## config.mk

```make
export PLATFORM = sky130hd
export DESIGN_NAME = fp_divider_flat
export DESIGN_NICKNAME = d
export VERILOG_FILES = /design/src/rtl/fp_divider_if.sv /design/src/rtl/fp_divider.sv /design/src/flat_wrapper.sv
export SDC_FILE = /design/constraint.sdc
export NUM_CORES = 1
export LEC_CHECK = 0
export CAP_MARGIN = 15
export CORE_MARGIN = 5
export CORE_UTILIZATION = 59
export DETAILED_ROUTE_END_ITERATION = 10
export PLACE_DENSITY = 0.89
export SKIP_LAST_GASP = 1
export SYNTH_ARGS = -nofsm -noshare
export SYNTH_HDL_FRONTEND = slang
export SYNTH_SLANG_ARGS = --single-unit
export TNS_END_PERCENT = 20
```

## constraint.sdc

```tcl
create_clock -name clk -period 3.52 [get_ports clk]
set_input_delay 0.528 -clock clk [delete_from_list [all_inputs] [get_ports clk]]
set_output_delay 0.528 -clock clk [all_outputs]
set_load 0.01 [all_outputs]
```

## src/rtl/fp_divider_if.sv

```systemverilog
// fp_divider_if -- handshake bundle for the iterative binary32 divider.
//
// Signals:
//   in_valid  : requester -> divider, operands a/b are valid
//   in_ready  : divider -> requester, divider is idle and accepts operands
//   a, b      : requester -> divider, dividend and divisor (binary32)
//   out_valid : divider -> consumer, out holds a completed quotient
//   out_ready : consumer -> divider, consumer takes out
//   out       : divider -> consumer, quotient (binary32)
//   flags     : divider -> consumer, {dz, ovf, unf}; only present when
//               FP_DIVIDER_FLAGS_EN is defined
//
// Modports: master (requester/consumer side), slave (divider side).

interface fp_divider_if;
    logic        in_valid;
    logic        in_ready;
    logic [31:0] a;
    logic [31:0] b;
    logic        out_valid;
    logic        out_ready;
    logic [31:0] out;
`ifdef FP_DIVIDER_FLAGS_EN
    logic [2:0]  flags;

    modport master (
        output in_valid, a, b, out_ready,
        input  in_ready, out_valid, out, flags
    );

    modport slave (
        input  in_valid, a, b, out_ready,
        output in_ready, out_valid, out, flags
    );
`else
    modport master (
        output in_valid, a, b, out_ready,
        input  in_ready, out_valid, out
    );

    modport slave (
        input  in_valid, a, b, out_ready,
        output in_ready, out_valid, out
    );
`endif
endinterface

```

## src/rtl/fp_divider.sv

```systemverilog
// fp_divider -- iterative IEEE-754 binary32 divider, out = a / b.
//
// One operation in flight. Operands are unpacked the same way as the ALU
// multiplier (subnormals: exponent 1, hidden bit 0), subnormal mantissas are
// pre-normalised one bit per cycle, the mantissa quotient is produced by a
// 25-step restoring division and the result is truncated. Subnormal results
// are flushed to signed zero.
//
// Ports:
//   clk   : clock, rising edge
//   reset : synchronous, active-high
//   bus   : fp_divider_if.slave (in_valid/in_ready/a/b, out_valid/out_ready/
//           out, and flags when enabled)
//
// Build option: FP_DIVIDER_FLAGS_EN adds the {dz, ovf, unf} flags output and
// its registers; without it the quotient behaviour is identical.

module fp_divider (
    input  logic        clk,
    input  logic        reset,
    fp_divider_if.slave bus
);

    typedef enum logic [2:0] {
        IDLE  = 3'd0,
        PREP  = 3'd1,
        PNORM = 3'd2,
        DIV   = 3'd3,
        PACK  = 3'd4,
        DONE  = 3'd5
    } state_t;

    localparam logic [31:0] QNAN_C    = 32'h7FC0_0000;
    localparam logic [4:0]  DIV_STEPS = 5'd25;

    // Operand classification helpers
    function automatic logic is_nan(input logic [31:0] x);
        return (x[30:23] == 8'hFF) && (x[22:0] != 23'd0);
    endfunction

    function automatic logic is_inf(input logic [31:0] x);
        return (x[30:23] == 8'hFF) && (x[22:0] == 23'd0);
    endfunction

    function automatic logic is_zero(input logic [31:0] x);
        return (x[30:0] == 31'd0);
    endfunction

    state_t             state_r;
    logic [31:0]        a_r;
    logic [31:0]        b_r;
    logic               sign_r;
    logic signed [9:0]  exp_r;
    logic [23:0]        ma_r;
    logic [23:0]        mb_r;
    logic [24:0]        rem_r;
    logic [24:0]        quo_r;
    logic [4:0]         cnt_r;
    logic               in_ready_r;
    logic               out_valid_r;
    logic [31:0]        out_r;
`ifdef FP_DIVIDER_FLAGS_EN
    logic [2:0]         flags_r;
    logic               special_dz_s;
`endif

    logic               sign_s;
    logic [7:0]         ea_s;
    logic [7:0]         eb_s;
    logic [23:0]        ma_prep_s;
    logic [23:0]        mb_prep_s;
    logic signed [9:0]  exp_prep_s;
    logic               special_s;
    logic [31:0]        special_val_s;

    logic               shift_a_s;
    logic               shift_b_s;
    logic [23:0]        ma_norm_s;
    logic [23:0]        mb_norm_s;
    logic signed [9:0]  exp_norm_s;

    logic               ge_s;
    logic [24:0]        rem_sub_s;
    logic [24:0]        rem_next_s;
    logic [24:0]        quo_next_s;

    logic [22:0]        frac_s;
    logic signed [9:0]  exp_fin_s;
    logic               ovf_s;
    logic               unf_s;
    logic [31:0]        pack_val_s;

    // Unpack latched operands: exponents, mantissas and the biased quotient exponent
    always_comb begin
        sign_s     = a_r[31] ^ b_r[31];
        ea_s       = (a_r[30:23] == 8'd0) ? 8'd1 : a_r[30:23];
        eb_s       = (b_r[30:23] == 8'd0) ? 8'd1 : b_r[30:23];
        ma_prep_s  = {(a_r[30:23] != 8'd0), a_r[22:0]};
        mb_prep_s  = {(b_r[30:23] != 8'd0), b_r[22:0]};
        exp_prep_s = $signed({2'b00, ea_s}) - $signed({2'b00, eb_s}) + 10'sd127;
    end

    // Special-operand decode, first matching rule wins
    always_comb begin
        special_s     = 1'b0;
        special_val_s = 32'd0;
`ifdef FP_DIVIDER_FLAGS_EN
        special_dz_s  = 1'b0;
`endif
        if (is_nan(a_r) || is_nan(b_r)) begin
            special_s     = 1'b1;
            special_val_s = QNAN_C;
        end else if ((is_zero(a_r) && is_zero(b_r)) || (is_inf(a_r) && is_inf(b_r))) begin
            special_s     = 1'b1;
            special_val_s = QNAN_C;
        end else if (is_zero(b_r)) begin
            special_s     = 1'b1;
            special_val_s = {sign_s, 8'hFF, 23'd0};
`ifdef FP_DIVIDER_FLAGS_EN
            special_dz_s  = 1'b1;
`endif
        end else if (is_inf(a_r)) begin
            special_s     = 1'b1;
            special_val_s = {sign_s, 8'hFF, 23'd0};
        end else if (is_zero(a_r) || is_inf(b_r)) begin
            special_s     = 1'b1;
            special_val_s = {sign_s, 31'd0};
        end else begin
            special_s     = 1'b0;
        end
    end

    // One pre-normalisation step: shifting a lowers the exponent, shifting b raises it
    always_comb begin
        shift_a_s  = ~ma_r[23];
        shift_b_s  = ~mb_r[23];
        ma_norm_s  = shift_a_s ? {ma_r[22:0], 1'b0} : ma_r;
        mb_norm_s  = shift_b_s ? {mb_r[22:0], 1'b0} : mb_r;
        exp_norm_s = exp_r - (shift_a_s ? 10'sd1 : 10'sd0) + (shift_b_s ? 10'sd1 : 10'sd0);
    end

    // One restoring-division step; the remainder after subtraction is below mb, so the shift never loses a bit
    always_comb begin
        ge_s       = (rem_r >= {1'b0, mb_r});
        rem_sub_s  = ge_s ? (rem_r - {1'b0, mb_r}) : rem_r;
        rem_next_s = rem_sub_s << 1;
        quo_next_s = {quo_r[23:0], ge_s};
    end

    // Pack: q in [2^23, 2^25); a quotient below 1.0 loses one exponent step
    always_comb begin
        if (quo_r[24]) begin
            frac_s    = quo_r[23:1];
            exp_fin_s = exp_r;
        end else begin
            frac_s    = quo_r[22:0];
            exp_fin_s = exp_r - 10'sd1;
        end
        ovf_s = (exp_fin_s >= 10'sd255);
        unf_s = (exp_fin_s <= 10'sd0);
        if (ovf_s) begin
            pack_val_s = {sign_r, 8'hFF, 23'd0};
        end else if (unf_s) begin
            pack_val_s = {sign_r, 31'd0};
        end else begin
            pack_val_s = {sign_r, exp_fin_s[7:0], frac_s};
        end
    end

    // Sequencer with datapath registers and registered handshake outputs
    always_ff @(posedge clk) begin
        if (reset) begin
            state_r     <= IDLE;
            a_r         <= 32'd0;
            b_r         <= 32'd0;
            sign_r      <= 1'b0;
            exp_r       <= 10'sd0;
            ma_r        <= 24'd0;
            mb_r        <= 24'd0;
            rem_r       <= 25'd0;
            quo_r       <= 25'd0;
            cnt_r       <= 5'd0;
            in_ready_r  <= 1'b1;
            out_valid_r <= 1'b0;
            out_r       <= 32'd0;
`ifdef FP_DIVIDER_FLAGS_EN
            flags_r     <= 3'd0;
`endif
        end else begin
            case (state_r)
                IDLE: begin
                    if (bus.in_valid && in_ready_r) begin
                        a_r        <= bus.a;
                        b_r        <= bus.b;
                        in_ready_r <= 1'b0;
`ifdef FP_DIVIDER_FLAGS_EN
                        flags_r    <= 3'd0;
`endif
                        state_r    <= PREP;
                    end
                end
                PREP: begin
                    sign_r <= sign_s;
                    exp_r  <= exp_prep_s;
                    ma_r   <= ma_prep_s;
                    mb_r   <= mb_prep_s;
                    if (special_s) begin
                        out_r       <= special_val_s;
                        out_valid_r <= 1'b1;
`ifdef FP_DIVIDER_FLAGS_EN
                        flags_r     <= {special_dz_s, 2'b00};
`endif
                        state_r     <= DONE;
                    end else if (!ma_prep_s[23] || !mb_prep_s[23]) begin
                        state_r <= PNORM;
                    end else begin
                        rem_r   <= {1'b0, ma_prep_s};
                        quo_r   <= 25'd0;
                        cnt_r   <= DIV_STEPS;
                        state_r <= DIV;
                    end
                end
                PNORM: begin
                    ma_r  <= ma_norm_s;
                    mb_r  <= mb_norm_s;
                    exp_r <= exp_norm_s;
                    if (ma_norm_s[23] && mb_norm_s[23]) begin
                        rem_r   <= {1'b0, ma_norm_s};
                        quo_r   <= 25'd0;
                        cnt_r   <= DIV_STEPS;
                        state_r <= DIV;
                    end
                end
                DIV: begin
                    rem_r <= rem_next_s;
                    quo_r <= quo_next_s;
                    cnt_r <= cnt_r - 5'd1;
                    if (cnt_r == 5'd1) begin
                        state_r <= PACK;
                    end
                end
                PACK: begin
                    out_r       <= pack_val_s;
                    out_valid_r <= 1'b1;
`ifdef FP_DIVIDER_FLAGS_EN
                    flags_r     <= {1'b0, ovf_s, unf_s & ~ovf_s};
`endif
                    state_r     <= DONE;
                end
                DONE: begin
                    if (bus.out_ready) begin
                        out_valid_r <= 1'b0;
                        in_ready_r  <= 1'b1;
                        state_r     <= IDLE;
                    end
                end
                default: begin
                    out_valid_r <= 1'b0;
                    in_ready_r  <= 1'b1;
                    state_r     <= IDLE;
                end
            endcase
        end
    end

    assign bus.in_ready  = in_ready_r;
    assign bus.out_valid = out_valid_r;
    assign bus.out       = out_r;
`ifdef FP_DIVIDER_FLAGS_EN
    assign bus.flags     = flags_r;
`endif

endmodule

```

## src/flat_wrapper.sv

```systemverilog
// flat-port wrapper written by rule: the top's interface ports become plain ports
module fp_divider_flat 
  (clk, reset, bus_in_valid, bus_a, bus_b, bus_out_ready, bus_in_ready, bus_out_valid, bus_out);
  fp_divider_if bus_i ();
  input  logic clk;
  input  logic reset;
  input wire logic [$bits(bus_i.in_valid)-1:0] bus_in_valid;
  input wire logic [$bits(bus_i.a)-1:0] bus_a;
  input wire logic [$bits(bus_i.b)-1:0] bus_b;
  input wire logic [$bits(bus_i.out_ready)-1:0] bus_out_ready;
  output wire logic [$bits(bus_i.in_ready)-1:0] bus_in_ready;
  output wire logic [$bits(bus_i.out_valid)-1:0] bus_out_valid;
  output wire logic [$bits(bus_i.out)-1:0] bus_out;
  assign bus_i.in_valid = bus_in_valid;
  assign bus_i.a = bus_a;
  assign bus_i.b = bus_b;
  assign bus_i.out_ready = bus_out_ready;
  assign bus_in_ready = bus_i.in_ready;
  assign bus_out_valid = bus_i.out_valid;
  assign bus_out = bus_i.out;
  fp_divider u_core (.clk(clk), .reset(reset), .bus(bus_i));
endmodule
```

==> results of run 1 <==
==> power by group through the flow <==
stage / clock (mW) / sequential [mW] / combinational, mW
2_1_floorplan: 0 / 3.37 / 6.68
3_3_place_gp: 0 / 3.51 / 8.32
3_5_place_dp: 0 / 3.54 / 8.53
4_1_cts: 2.89 / 3.50 / 8.67
5_1_grt: 2.99 / 3.58 / 9.64
6_report: 2.87 / 3.53 / 8.86
==> routing by layer <==
metal	vias to the layer above	track usage
met5	-	0
met4	0	0.129
met3	109	0.0625
met2	545	0.452
met1	5410	0.337
li1	5507	-
==> final cells by class <==
class | count | area (sq um) | share of cell area
repair buffers | 125 | 1190 | 0.0846
well taps | 270 | 338 | 0.0240
clock buffers | 29 | 661 | 0.0470
multi-input cells | 1121 | 7070 | 0.503
clock inverters | 15 | 251 | 0.0179
flip-flops and latches | 215 | 4310 | 0.306
inverters | 64 | 240 | 0.0171
==> through the flow <==
stage	total power, mW	util	instances	hold slack (ns)	worst slack, ns
6_report	15.3	0.699	1839	0.452	0.487
5_1_grt	16.2	0.699	1839	0.467	0.297
3_3_place_gp	11.8	0.654	1795	0.446	0.704
2_1_floorplan	10.0	-	1497	0.445	0.563
3_5_place_dp	12.1	0.654	1795	0.447	0.560
4_1_cts	15.1	0.699	1839	0.434	0.557
==> placed cells by master, fill, tap and decap left out, drive strengths merged, types with 9 or more instances in the layout <==
cell,instances
nor3,25
o211ai,15
mux2,12
and2,9
a221oi,14
a22oi,32
a211oi,24
nor2,173
a31oi,17
dfxtp,215
buf,25
clkdlybuf4s50,100
a222oi,19
a21o,13
or3,12
xor2,11
nand2,197
ha,60
xnor2,33
clkbuf,29
a21oi,134
nor4,44
mux2i,43
nand3,28
o2bb2ai,25
inv,65
o21a,10
o21ai,72
==> worst min-delay path by stage <==
stage                                  start                  to
final                                  reset     u_core.exp_r[4]
after global routing                   reset      u_core.a_r[31]
after CTS                              reset     u_core.exp_r[4]
after detailed placement  u_core.bus.out[12]  u_core.bus.out[12]
after global placement    u_core.bus.out[15]  u_core.bus.out[15]
after floorplan                u_core.b_r[0]      u_core.mb_r[0]
==> worst register-to-register path, stage by stage (launching register included) <==
cell and delay (ns):
dfxtp_1 0.33, nor4_1 0.43, and2_1 0.24, nor4_1 0.11, o21ai_1 0.28, a21o_1 0.58, buf_4 0.46, nor3_1 0.17
a211oi_1 0.31
==> flip-flops by register name (all words and copies together), names as in the netlist <==
register / cells
u_core.bus.in_ready: 1
u_core.bus.out: 32
u_core.rem_r: 25
u_core.bus.out_valid: 1
u_core.quo_r: 25
u_core.b_r: 32
u_core.mb_r: 24
u_core.cnt_r: 5
u_core.state_r: 3
u_core.sign_r: 1
u_core.a_r: 32
u_core.exp_r: 10
u_core.ma_r: 24
==> synthesized netlist by cell type (9+ instances only) <==
cell,number,share of area
ha_1,60,0.063
o2bb2ai_1,25,0.018
mux2_2,12,0.011
nand2_1,195,0.061
a21o_1,13,0.0081
xor2_1,11,0.0080
o21ai_0,50,0.021
nand3_1,28,0.012
a21oi_1,130,0.054
nor2_1,171,0.054
nor4_1,40,0.021
o21ai_1,22,0.0092
o211ai_1,15,0.0094
a222oi_1,19,0.016
clkbuf_1,72,0.023
buf_2,12,0.0050
mux2i_1,43,0.036
a221oi_1,13,0.0095
a211oi_1,24,0.015
xnor2_1,33,0.024
nor3_1,23,0.0096
a22oi_1,32,0.020
inv_1,62,0.019
or3_1,11,0.0057
a31oi_1,17,0.0089
dfxtp_1,215,0.36
o21a_1,9,0.0056
==> kinds of logic after synthesis <==
kind of cell,count (synthesis),share of synthesized area
and+or+nand+nor,535,0.204
AOI/OAI and AO/OA,425,0.238
DFF,215,0.359
buffers and inverters,161,0.0532
adders and majority gates,62,0.0660
muxes,55,0.0472
xor gates and xnor gates,44,0.0322
==> summary.txt, run 1 <==
Global route
  • All-Layer GR Usage: 0.273
  • First-pass GRT wire length: 54,100 um
  • Largest net degree at the start of global routing: 81
  • Vias in the first global route: 11,000
  • GRT Residual Overflow: 0
  • Initial antenna violation count: 0

Yosys
  • Cell count after synthesis: 1,497
  • Mapped Nets: 1,627
  • Asr flop ratio synth: 0
  • Post-synth EDFFs: 0
  • Syn. warnings: 0
  • Synth Area per Inst: 8.01 sq um
  • Synth unique cells: 88
  • Seq/Total Area, Yosys: 0.359
  • Primary FF master, synth: dfxtp_1
  • Mapped Area: 12,000 sq um
  • FF+latch count, synth: 215

Worst setup path
  • CP startpoint kind: flop
  • Worst path cell trace: nor4_1 > and2_1 > nor4_1 > o21ai_1 > a21o_1 > buf_4 > nor3_1 > a211oi_1
  • CP Data Required Time: 3.92 ns
  • Crit path from: u_core.a_r[27]
  • Worst Path Buf+Inv: 1
  • Crit. path cell count: 8
  • Worst path slowest cell: a21o_1
  • CP Capture Type: flop
  • RR Startpoint: u_core.a_r[27]
  • Crit-path max cell delay: 0.58 ns
  • Most used cell, CP: nor4_1
  • Crit path capture: u_core.rem_r[5]
  • Critical Path AT: 3.43 ns
  • Crit Path Max Fanout: 31
  • WS Path Type: flop to flop
  • Reg2reg setup slack: 0.49 ns
  • Worst r2r path cells: 8
  • FF-to-FF End: u_core.rem_r[5]
  • Crit path max-delay family: compound AO/OA/AOI/OAI gates

Finish
  • Layout cells sized above 1: 0.0707
  • Nets@finish: 1,681
  • Area grow syn2layout: 17.2%
  • FILL cells: 1,508
  • Final Cell Area: 14,100 sq um
  • Antenna cells: 0

Power
  • Clock share of power: 0.188
  • Power per cell area: 1090 nW/um^2
  • VDD IR-drop max: 0.000581 V
  • Psw: 7.06 mW
  • Pint: 8.20 mW
  • Combinational share of power: 0.581
  • Net Sw Frac: 0.463
  • Sequential share of power: 0.231
  • Pleak: 5.15 nW

Status
  • Status: complete, no violations

Route
  • Detail Route met2 WL: 15,700 um
  • Total number of vias: 11,600
  • First DRT Iteration DRCs: 1,316
  • # DRC: 0
  • Post-route ant nets: 0
  • WL met3: 2950 um
  • Met1 wire length: 13,600 um
  • Avg WL per Cell: 18.4 um
  • DRT Wirelength: 33,800 um
  • Uppermost routed layer: met4
  • Vias per inst: 6.29
  • DR pass1 iterations: 9

STA
  • Unrepaired setup endpoints after global routing: false
  • Post-route minimum period: 3.03 ns
  • Final Hold Violating Endpoints: 0
  • Slew @ Worst Pin: 0.823 ns
  • Number of setup violations in the final report: 0
  • Fmax: 330 MHz
  • Setup_tns: 0 ns
  • Max-slew headroom: 0.452
  • Max-slew violations: 0
  • Clock Skew: 0.0130 ns
  • Ratio of final minimum period to clock period: 0.862

Clocking
  • Root Buffer: clkbuf_16
  • Cts hold-fix bufs: 0
  • Setup bufs post-CTS: 0
  • Clock Latency Late Sink: 0.52 ns
  • TritonCTS clock tree: built
  • Clock Sinks: 215
  • Num CTS Buffers: 24
  • CTS Buffer Depth: 3
  • Clock transition at the registers of the reported paths: 0.07 ns
  • H-tree lvl count: 1
  • # resized after CTS: 0

Die
  • # rows: 52
  • Core ar.: 20,100 sq um
  • Die W: 153 um
  • Initial Util: 0.596
  • Die area: 23,300 sq um
  • Ports: 102
  • Die Ht: 153 um

Placed design
  • Detail Placement HPWL: 23,100 um
  • Cell Area, Placed: 13,100 sq um
  • Gpl congestion: 0.992
  • Port bufs: 101

Hold path
  • Hold Crit Depth: 2
  • Hold Crit Class: primary input to flop

Flow run
  • Number of max-cap violations: 0
No activity file was read; power rests on OpenSTA's default activity.
==> run 2, diff against run 1 <==
--- a/config.mk
+++ b/config.mk
@@ -5,12 +5,12 @@
 export SDC_FILE = /design/constraint.sdc
 export NUM_CORES = 1
 export LEC_CHECK = 0
-export CAP_MARGIN = 15
+export CAP_MARGIN = 20
 export CORE_MARGIN = 5
 export CORE_UTILIZATION = 59
 export DETAILED_ROUTE_END_ITERATION = 10
 export PLACE_DENSITY = 0.89
-export SKIP_LAST_GASP = 1
+export SETUP_SLACK_MARGIN = 0.1
 export SYNTH_ARGS = -nofsm -noshare
 export SYNTH_HDL_FRONTEND = slang
 export SYNTH_SLANG_ARGS = --single-unit
==> results of run 2 <==
The final DEF is identical to that of run 1; final timing and power are the same.
